$ cat src/rtl/pc_branch_ctrl_pkg.sv
// pc_branch_ctrl_pkg: funct3 encodings, FSM state enum and comparator flag indices
package pc_branch_ctrl_pkg;
  localparam logic [2:0] BEQ  = 3'b000;
  localparam logic [2:0] BNE  = 3'b001;
  localparam logic [2:0] BLT  = 3'b100;
  localparam logic [2:0] BGE  = 3'b101;
  localparam logic [2:0] BLTU = 3'b110;
  localparam logic [2:0] BGEU = 3'b111;
  localparam int FLAG_EQ = 0;
  localparam int FLAG_GE = 1;
  typedef enum logic {RUN, FLUSH} state_e;
endpackage

$ cat src/rtl/pc_branch_ctrl_branch_decide.sv
// branch_decide: branch condition decode from funct3 and comparator flags
module branch_decide
  import pc_branch_ctrl_pkg::*;
(
  input  logic [2:0] funct3,
  input  logic [1:0] flags,
  output logic       take,
  output logic       reserved
);
  always_comb begin
    reserved = funct3[2:1] == 2'b01;
    take = funct3 == BEQ                      ? flags[FLAG_EQ]  :
           funct3 == BNE                      ? !flags[FLAG_EQ] :
           (funct3 == BLT || funct3 == BLTU)  ? !flags[FLAG_GE] :
           (funct3 == BGE || funct3 == BGEU)  ? flags[FLAG_GE]  : 1'b0;
  end
endmodule

$ cat src/rtl/pc_branch_ctrl.sv
// pc_branch_ctrl: fetch PC sequencing with branch/jump redirect and post-redirect flush.
// Optional saturating branch statistics under BRANCH_STATS_EN.
module pc_branch_ctrl
  import pc_branch_ctrl_pkg::*;
#(
  parameter int             n            = 32,
  parameter logic [n-1:0]   RESET_PC     = '0,
  parameter int             FLUSH_CYCLES = 2
) (
  input  logic         clock,
  input  logic         nReset,
  input  logic         stall,
  input  logic         branch,
  input  logic         jump,
  input  logic [2:0]   funct3,
  input  logic [1:0]   flags,
  input  logic [n-1:0] branch_pc,
  input  logic [n-1:0] imm,
  input  logic [n-1:0] jump_target,
  output logic [n-1:0] pc,
  output logic         taken,
  output logic         flush,
  output logic         illegal,
  output logic         misalign
`ifdef BRANCH_STATS_EN
  ,
  output logic [15:0]  branch_count,
  output logic [15:0]  taken_count
`endif
);
  state_e       state_q, state_d;
  logic [2:0]   cnt_q, cnt_d;
  logic [n-1:0] pc_q, pc_d, target;
  logic         taken_q, taken_d, illegal_q, illegal_d, misalign_q, misalign_d;
  logic         cond_take, reserved, accept, req, redirect;
`ifdef BRANCH_STATS_EN
  logic [15:0]  bcnt_q, bcnt_d, tcnt_q, tcnt_d;
`endif

  branch_decide u_decide (.funct3(funct3), .flags(flags), .take(cond_take), .reserved(reserved));

  always_comb begin
    accept     = state_q == RUN && !stall && (branch || jump);
    target     = jump ? jump_target : branch_pc + imm;
    req        = accept && (jump || cond_take);
    misalign_d = req && target[1:0] != 2'b00;
    redirect   = req && !misalign_d;
    taken_d    = redirect;
    illegal_d  = accept && !jump && reserved;
    pc_d       = redirect ? target : stall ? pc_q : pc_q + n'(4);
    state_d    = redirect ? FLUSH :
                 (state_q == FLUSH && !stall && cnt_q == 3'd1) ? RUN : state_q;
    cnt_d      = redirect ? 3'(FLUSH_CYCLES) :
                 (state_q == FLUSH && !stall) ? cnt_q - 3'd1 : cnt_q;
`ifdef BRANCH_STATS_EN
    bcnt_d     = (accept && bcnt_q != 16'hFFFF) ? bcnt_q + 16'd1 : bcnt_q;
    tcnt_d     = (redirect && tcnt_q != 16'hFFFF) ? tcnt_q + 16'd1 : tcnt_q;
`endif
  end

  always_ff @(posedge clock) begin
    if (!nReset) begin
      state_q    <= RUN;
      cnt_q      <= '0;
      pc_q       <= RESET_PC;
      taken_q    <= 1'b0;
      illegal_q  <= 1'b0;
      misalign_q <= 1'b0;
`ifdef BRANCH_STATS_EN
      bcnt_q     <= '0;
      tcnt_q     <= '0;
`endif
    end else begin
      state_q    <= state_d;
      cnt_q      <= cnt_d;
      pc_q       <= pc_d;
      taken_q    <= taken_d;
      illegal_q  <= illegal_d;
      misalign_q <= misalign_d;
`ifdef BRANCH_STATS_EN
      bcnt_q     <= bcnt_d;
      tcnt_q     <= tcnt_d;
`endif
    end
  end

  assign pc       = pc_q;
  assign taken    = taken_q;
  assign flush    = state_q == FLUSH;
  assign illegal  = illegal_q;
  assign misalign = misalign_q;
`ifdef BRANCH_STATS_EN
  assign branch_count = bcnt_q;
  assign taken_count  = tcnt_q;
`endif
endmodule

$ cat config.mk
export PLATFORM = sky130hd
export DESIGN_NAME = pc_branch_ctrl
export DESIGN_NICKNAME = d
export VERILOG_FILES = /design/src/rtl/pc_branch_ctrl_pkg.sv /design/src/rtl/pc_branch_ctrl_branch_decide.sv /design/src/rtl/pc_branch_ctrl.sv
export SDC_FILE = /design/constraint.sdc
export NUM_CORES = 1
export LEC_CHECK = 0
export CORE_ASPECT_RATIO = 1.25
export CORE_MARGIN = 3
export CORE_UTILIZATION = 45
export CTS_CLUSTER_SIZE = 8
export DETAILED_ROUTE_END_ITERATION = 10
export HOLD_SLACK_MARGIN = 0.02
export PLACE_DENSITY_LB_ADDON = 0.12
export SKIP_LAST_GASP = 1
export SYNTH_ARGS = -nofsm -noshare
export SYNTH_HDL_FRONTEND = slang
export SYNTH_HIERARCHICAL = 1
export SYNTH_SLANG_ARGS = --single-unit
$ cat constraint.sdc
create_clock -name clock -period 4.1 [get_ports clock]
set_input_delay 0.82 -clock clock [delete_from_list [all_inputs] [get_ports clock]]
set_output_delay 0.82 -clock clock [all_outputs]
set_load 0.05 [all_outputs]
==> results.py, run 1 <==
metrics = {
    "flow_run": {
        "maxCapViolCount": 0,
    },
    "sta": {
        "drv_slew": 0,
        "setup_viol": 0,
        "slew_headroom": 0.486,
        "finalHoldViolations": 0,
        "tightest_slew_ns": 0.766,
        "tns_ns": 0,
        "setup_ws_ns": 0.414,
        "fin_crit_ns": 3.69,
        "max_freq_mhz": 271,
        "hold_ws_ns": 0.482,
        "final.period_utilization": 0.899,
        "fin_skew_ns": 0.00530,
        "rsz0062_at_grt": "no",
    },
    "logic_synthesis": {
        "ys_seq_area_frac": 0.183,
        "syn_inst": 596,
        "synth.avg_cell_area_um2": 7.15,
        "synth-edff-count": 0,
        "netlist_top_cells_area": "dfxtp_1 18%, ha_1 10%, a21oi_1 9.2%",
        "ys_ff_latch": 39,
        "netlist_area_um2": 4260,
        "synth_flop_cell": "dfxtp_1",
        "ys_types": 75,
        "netlist.area_leader.share": 0.183,
        "ys_warn_count": 6,
        "async_flop_share": 0,
        "syn_nets": 737,
        "yosysTopAreaCell": "dfxtp_1",
    },
    "worst_hold_path": {
        "min_from": "pc[1]$_SDFFE_PN0P_",
        "holdPathEnd": "pc[1]$_SDFFE_PN0P_",
        "min_path_type": "flop to flop",
        "hold_depth": 1,
    },
    "power": {
        "leakage_nw": 2.27,
        "p_per_area_nw_per_um2": 227,
        "ir_drop_v": 0.000142,
        "p_total_w": 0.00136,
    },
    "detailed_routing": {
        "drcViolationCount": 0,
        "via_per_inst": 6.10,
        "totalWireLength_um": 15000,
        "dr_total_vias": 5230,
        "detail_route.iter0.violations": 353,
        "wire_per_inst_um": 17.4,
        "antenna_left": 0,
        "dr.pass1.iters": 5,
    },
    "setup_path": {
        "arrival_ns": 3.82,
        "start_kind": "input pin",
        "required_ns": 4.23,
        "crit_fanout": 27,
        "cp-end-kind": "flop",
        "r2r_start": "pc[2]$_SDFFE_PN0P_",
        "r2r-end": "pc[24]$_SDFFE_PN0P_",
        "critical_path_class": "input pin to flop",
        "r2r_slack_ns": 1.39,
        "r2r_cells": 8,
    },
    "clocking": {
        "clkSlewWorstSetupHoldPaths_ns": 0.05,
        "root_buffer": "clkbuf_16",
        "cts_made_buffers": 5,
        "h-tree-depth": 2,
        "ctsResizeCount": 0,
        "cts_tree": "yes",
        "clkLatencyLatePin_ns": 0.28,
        "clock-sinks": 39,
        "postCtsSetupBuffers": 0,
        "clockBufferDepth": 2,
        "ctsHoldBuffers": 0,
    },
    "placed_design": {
        "gp_congestion": 0.879,
        "pre_cts_ws_ns": 0.191,
        "portBuffers": 141,
        "place_area_um2": 5840,
        "dp_hpwl_um": 11800,
    },
    "final_layout": {
        "diodes": 0,
        "syn2layout_area_growth_pct": 40.4,
        "multiInputGateArea_um2": 3280,
        "final_area_um2": 5980,
        "nFillCells": 861,
        "final_nets": 875,
        "drive_above_1_share": 0.0531,
        "seq_area_um2": 781,
    },
    "floorplan": {
        "coreArea_um2": 9170,
        "die_x_um": 93.0,
        "rows": 39,
        "io_pins": 142,
        "design.die.area_um2": 10700,
        "start_util": 0.464,
        "die_h_um": 115,
    },
    "global_route": {
        "grt_antenna_before_repair": 0,
        "grt-ovfl-total": 0,
        "grt_pass1_wl_um": 23900,
        "grt_pass1_vias": 5049,
        "grt_max_degree": 33,
        "track_usage": 0.273,
    },
    "status": {
        "status": "finished, final reports clean",
    },
}
-- flip-flops by register name (all words and copies together), names as in the netlist --
| signal | cells |
|---|---|
| taken | 1 |
| misalign | 1 |
| illegal | 1 |
| flush | 1 |
| cnt_q | 3 |
| pc | 32 |
-- cell usage after synthesis (3+ instances only) --
cell type	instances
a21oi_1	78
nand2_1	58
o21ai_0	49
nor2_1	43
dfxtp_1	39
ha_1	34
inv_1	24
nand3_1	24
nor3_1	17
a21o_1	13
clkbuf_1	12
xor2_1	12
a31oi_1	11
and3_1	10
nand4_1	10
xnor2_1	10
o211ai_1	9
a211oi_1	8
buf_2	8
a221oi_1	7
o21a_1	7
or3_1	7
and4_1	6
nand2b_1	6
nor2b_1	6
o31ai_1	5
a311oi_1	4
mux2i_1	4
nand3b_1	4
nor3b_1	4
nor4_1	4
a21boi_0	3
and2_1	3
o21bai_1	3
o221ai_1	3
-- layer usage --
metal | track usage | routed length [um]
met5 | 0 | 0
met4 | 0.0919 | 424
met3 | 0.0281 | 767
met2 | 0.505 | 7700
met1 | 0.328 | 6070
-- cells by family after synthesis --
logic type / after synthesis / synth area share
compound gates: 224 / 0.332
simple gates: 221 / 0.273
buf+inv: 49 / 0.0473
flops: 39 / 0.183
fa+ha+maj: 35 / 0.105
xor+xnor: 22 / 0.0452
mux: 6 / 0.0147
-- stage by stage --
stage,util,std cells
floorplan,-,596
global placement,0.637,850
detailed placement,0.637,850
CTS,0.652,858
global route,0.652,858
finish,0.652,858
-- critical path, cell delays in order --
cell and delay, ns:
clkdlybuf4s50_1 0.41, ha_1 0.23, fa_1 0.48, or3_4 0.38
a2111oi_4 0.42, buf_12 0.23, nor2_1 0.19, nand2_1 0.17
o21ai_0 0.08, o21ai_0 0.25, o31ai_1 0.13
-- layout make-up --
class | instances | share of cell area
Timing Repair Buffer | 154 | 0.256
Tap cell | 123 | 0.0257
Clock buffer | 7 | 0.0222
Multi-Input combinational cell | 508 | 0.548
Clock inverter | 1 | 0.000837
Sequential cell | 39 | 0.131
Inverter | 26 | 0.0163
-- worst max-delay path by stage --
| stage | slack (ns) | endpoint | from | depth (start not counted) |
|---|---|---|---|---|
| 2_1_floorplan | 0.91 | pc[25]$_SDFFE_PN0P_ | branch_pc[0] | 10 |
| 3_3_place_gp | 0.25 | pc[26]$_SDFFE_PN0P_ | branch_pc[0] | 11 |
| 3_5_place_dp | 0.19 | pc[14]$_SDFFE_PN0P_ | branch_pc[0] | 11 |
| 4_1_cts | 0.46 | pc[14]$_SDFFE_PN0P_ | branch_pc[0] | 11 |
| 5_1_grt | 0.30 | pc[26]$_SDFFE_PN0P_ | branch_pc[0] | 11 |
| 6_report | 0.41 | pc[26]$_SDFFE_PN0P_ | branch_pc[0] | 11 |
-- layout by cell type, fill, tap and decap left out, types with 11 or more instances in the layout --
master           netlist  layout
nor2_1                43      43
a31oi_1               11      11
nand3_1               24      24
a21oi_1               78      78
inv_1                 24      24
xor2_1                12      12
dfxtp_1               39      39
a21o_1                13      13
buf_4                  2      11
nor3_1                17      17
ha_1                  34      34
clkdlybuf4s50_1        0     141
o21ai_0               49      49
nand2_1               58      58
-- report_power, final --
group,switching (W),internal (W),leakage [nW]
logic,0.000308,0.000262,1.89
registers,0.0000200,0.000394,0.316
clock network,0.000150,0.000225,0.0679
Power figures use the tool's default switching activity.
==> run 2: changes to the inputs <==
--- a/config.mk
+++ b/config.mk
@@ -8,6 +8,7 @@
 export CORE_ASPECT_RATIO = 1.25
 export CORE_MARGIN = 3
 export CORE_UTILIZATION = 45
+export CTS_BUF_LIST = sky130_fd_sc_hd__clkbuf_8
 export CTS_CLUSTER_SIZE = 8
 export DETAILED_ROUTE_END_ITERATION = 10
 export HOLD_SLACK_MARGIN = 0.02
==> constraint.sdc (replaced) <==
create_clock -name clock -period 3.7 [get_ports clock]
set_input_delay 0.74 -clock clock [delete_from_list [all_inputs] [get_ports clock]]
set_output_delay 0.74 -clock clock [all_outputs]
set_load 0.05 [all_outputs]
==> results.py, run 2 (synthesized netlist as in run 1, its figures left out) <==
metrics = {
    "status": {
        "status": "finished, final reports clean",
    },
    "final_layout": {
        "final_area_um2": 6120,
        "largest_reg_flops": 32,
        "finalNonFillerCells": 879,
        "syn2layout_area_growth_pct": 43.7,
        "final_common_cell": "clkdlybuf4s50_1",
        "final_cell_mix": "141 x clkdlybuf4s50_1, 78 x a21oi_1, 58 x nand2_1, 49 x o21ai_0, 43 x nor2_1",
        "final_nets": 896,
        "drive_above_1_share": 0.0807,
        "diodes": 0,
    },
    "sta": {
        "slew_headroom": 0.489,
        "final.period_utilization": 0.955,
        "rsz0062_at_grt": "no",
        "setup_viol": 0,
        "finalHoldViolations": 0,
        "fin_skew_ns": 0.00990,
        "drv_slew": 0,
        "hold_ws_ns": 0.497,
        "setup_ws_ns": 0.166,
        "max_freq_mhz": 283,
        "tns_ns": 0,
        "fin_crit_ns": 3.53,
        "tightest_slew_ns": 0.766,
    },
    "detailed_routing": {
        "detail_route.iter0.violations": 446,
        "dr.pass1.iters": 6,
        "antenna_left": 0,
        "dr_total_vias": 5269,
        "totalWireLength_um": 15100,
        "drcViolationCount": 0,
        "via_per_inst": 5.99,
        "wire_per_inst_um": 17.2,
    },
    "floorplan": {
        "io_pins": 142,
        "die_h_um": 115,
        "die_x_um": 93.0,
        "start_util": 0.464,
        "design.die.area_um2": 10700,
        "coreArea_um2": 9170,
        "rows": 39,
    },
    "global_route": {
        "grt_antenna_before_repair": 0,
        "track_usage": 0.282,
        "grt_max_degree": 38,
        "grt_pass1_wl_um": 24600,
        "grt-ovfl-total": 0,
        "grt_pass1_vias": 5029,
    },
    "flow_run": {
        "maxCapViolCount": 0,
    },
    "setup_path": {
        "r2r_slack_ns": 1.08,
        "r2r-end": "pc[25]$_SDFFE_PN0P_",
        "required_ns": 3.89,
        "critical_path_class": "input pin to flop",
        "crit_fanout": 3,
        "start_kind": "input pin",
        "r2r_cells": 9,
        "cp-end-kind": "flop",
        "worstSetupStartpoint": "branch_pc[6]",
        "r2r_start": "pc[4]$_SDFFE_PN0P_",
        "arrival_ns": 3.72,
        "endpoint": "pc[25]$_SDFFE_PN0P_",
    },
    "clocking": {
        "root_buffer": "clkbuf_8",
        "ctsHoldBuffers": 0,
        "postCtsSetupBuffers": 0,
        "cts_tree": "yes",
        "ctsResizeCount": 0,
        "clockBufferDepth": 2,
        "clkSlewWorstSetupHoldPaths_ns": 0.08,
        "h-tree-depth": 2,
        "clock-sinks": 39,
        "cts_made_buffers": 5,
        "clkLatencyLatePin_ns": 0.30,
    },
    "power": {
        "p_per_area_nw_per_um2": 251,
        "ir_drop_v": 0.000151,
        "leakage_nw": 2.38,
    },
    "placed_design": {
        "pre_cts_ws_ns": -0.0686,
        "dp_hpwl_um": 12000,
        "gp_congestion": 0.914,
        "portBuffers": 141,
        "place_area_um2": 5990,
        "dp.cells": 871,
    },
    "worst_hold_path": {
        "min_path_type": "flop to flop",
    },
}
run 2: changes by cell type in the layout (fill, tap and decap cells not counted), moves of 2 or more:
cell,previous run,this run
bufinv_16,0,2
clkbuf_16,5,0
clkbuf_1,2,0
clkbuf_8,0,5
buf_4,11,33
run 2: cell type report:
class	instances	area [um^2]
timing repair buffer	175	1680
fill	839	3050
sequential	39	781
multi-input combinational	508	3280
clock inverter	3	63.8
clock buffer	5	68.8
tap	123	154
inverter	26	97.6
run 2: routing by layer:
metal | global-route usage | up-vias | part of all wire
li1 | - | 2569 | -
met1 | 0.343 | 2438 | 0.41
met2 | 0.518 | 235 | 0.50
met3 | 0.0288 | 27 | 0.059
met4 | 0.0890 | 0 | 0.027
met5 | 0 | - | 0
run 2: worst min path at each step:
stage	end	cells after the start	from
5_1_grt	pc[0]$_SDFFE_PN0P_	1	pc[0]$_SDFFE_PN0P_
2_1_floorplan	cnt_q[2]$_SDFFE_PP0P_	2	cnt_q[2]$_SDFFE_PP0P_
4_1_cts	pc[0]$_SDFFE_PN0P_	1	pc[0]$_SDFFE_PN0P_
3_3_place_gp	pc[1]$_SDFFE_PN0P_	1	pc[1]$_SDFFE_PN0P_
3_5_place_dp	pc[0]$_SDFFE_PN0P_	1	pc[0]$_SDFFE_PN0P_
6_report	pc[0]$_SDFFE_PN0P_	1	pc[0]$_SDFFE_PN0P_
run 2: metrics by stage:
| stage | power, W | util |
|---|---|---|
| floorplan | 0.000841 | - |
| global placement | 0.00110 | 0.653 |
| detailed placement | 0.00111 | 0.653 |
| CTS | 0.00153 | 0.667 |
| global route | 0.00162 | 0.667 |
| finish | 0.00154 | 0.667 |
run 2: power by group:
group	switching, W	internal, W
clock network	0.000157	0.000267
logic	0.000347	0.000306
registers	0.0000224	0.000436
run 2: critical path, stage by stage:
cell and delay, ns:
clkdlybuf4s50_1 0.43, ha_1 0.33, a2111oi_0 0.43, o21ai_0 0.28, nand3b_1 0.26, a21oi_1 0.13
or4_1 0.53, a311oi_1 0.39, buf_4 0.17, nor2_1 0.03
==> run 3: changes to the inputs <==
==> constraint.sdc (replaced) <==
create_clock -name clock -period 3.7 [get_ports clock]
set_input_delay 0.74 -clock clock [delete_from_list [all_inputs] [get_ports clock]]
set_output_delay 0.74 -clock clock [all_outputs]
set_load 0.02 [all_outputs]
==> results of run 3 <==
Same layout as run 2 (identical final DEF). Status: finished, final reports clean.
Main changes from that run: total power 0.00154 W -> 0.00150 W; worst IR drop on VDD 0.000151 V -> 0.000150 V
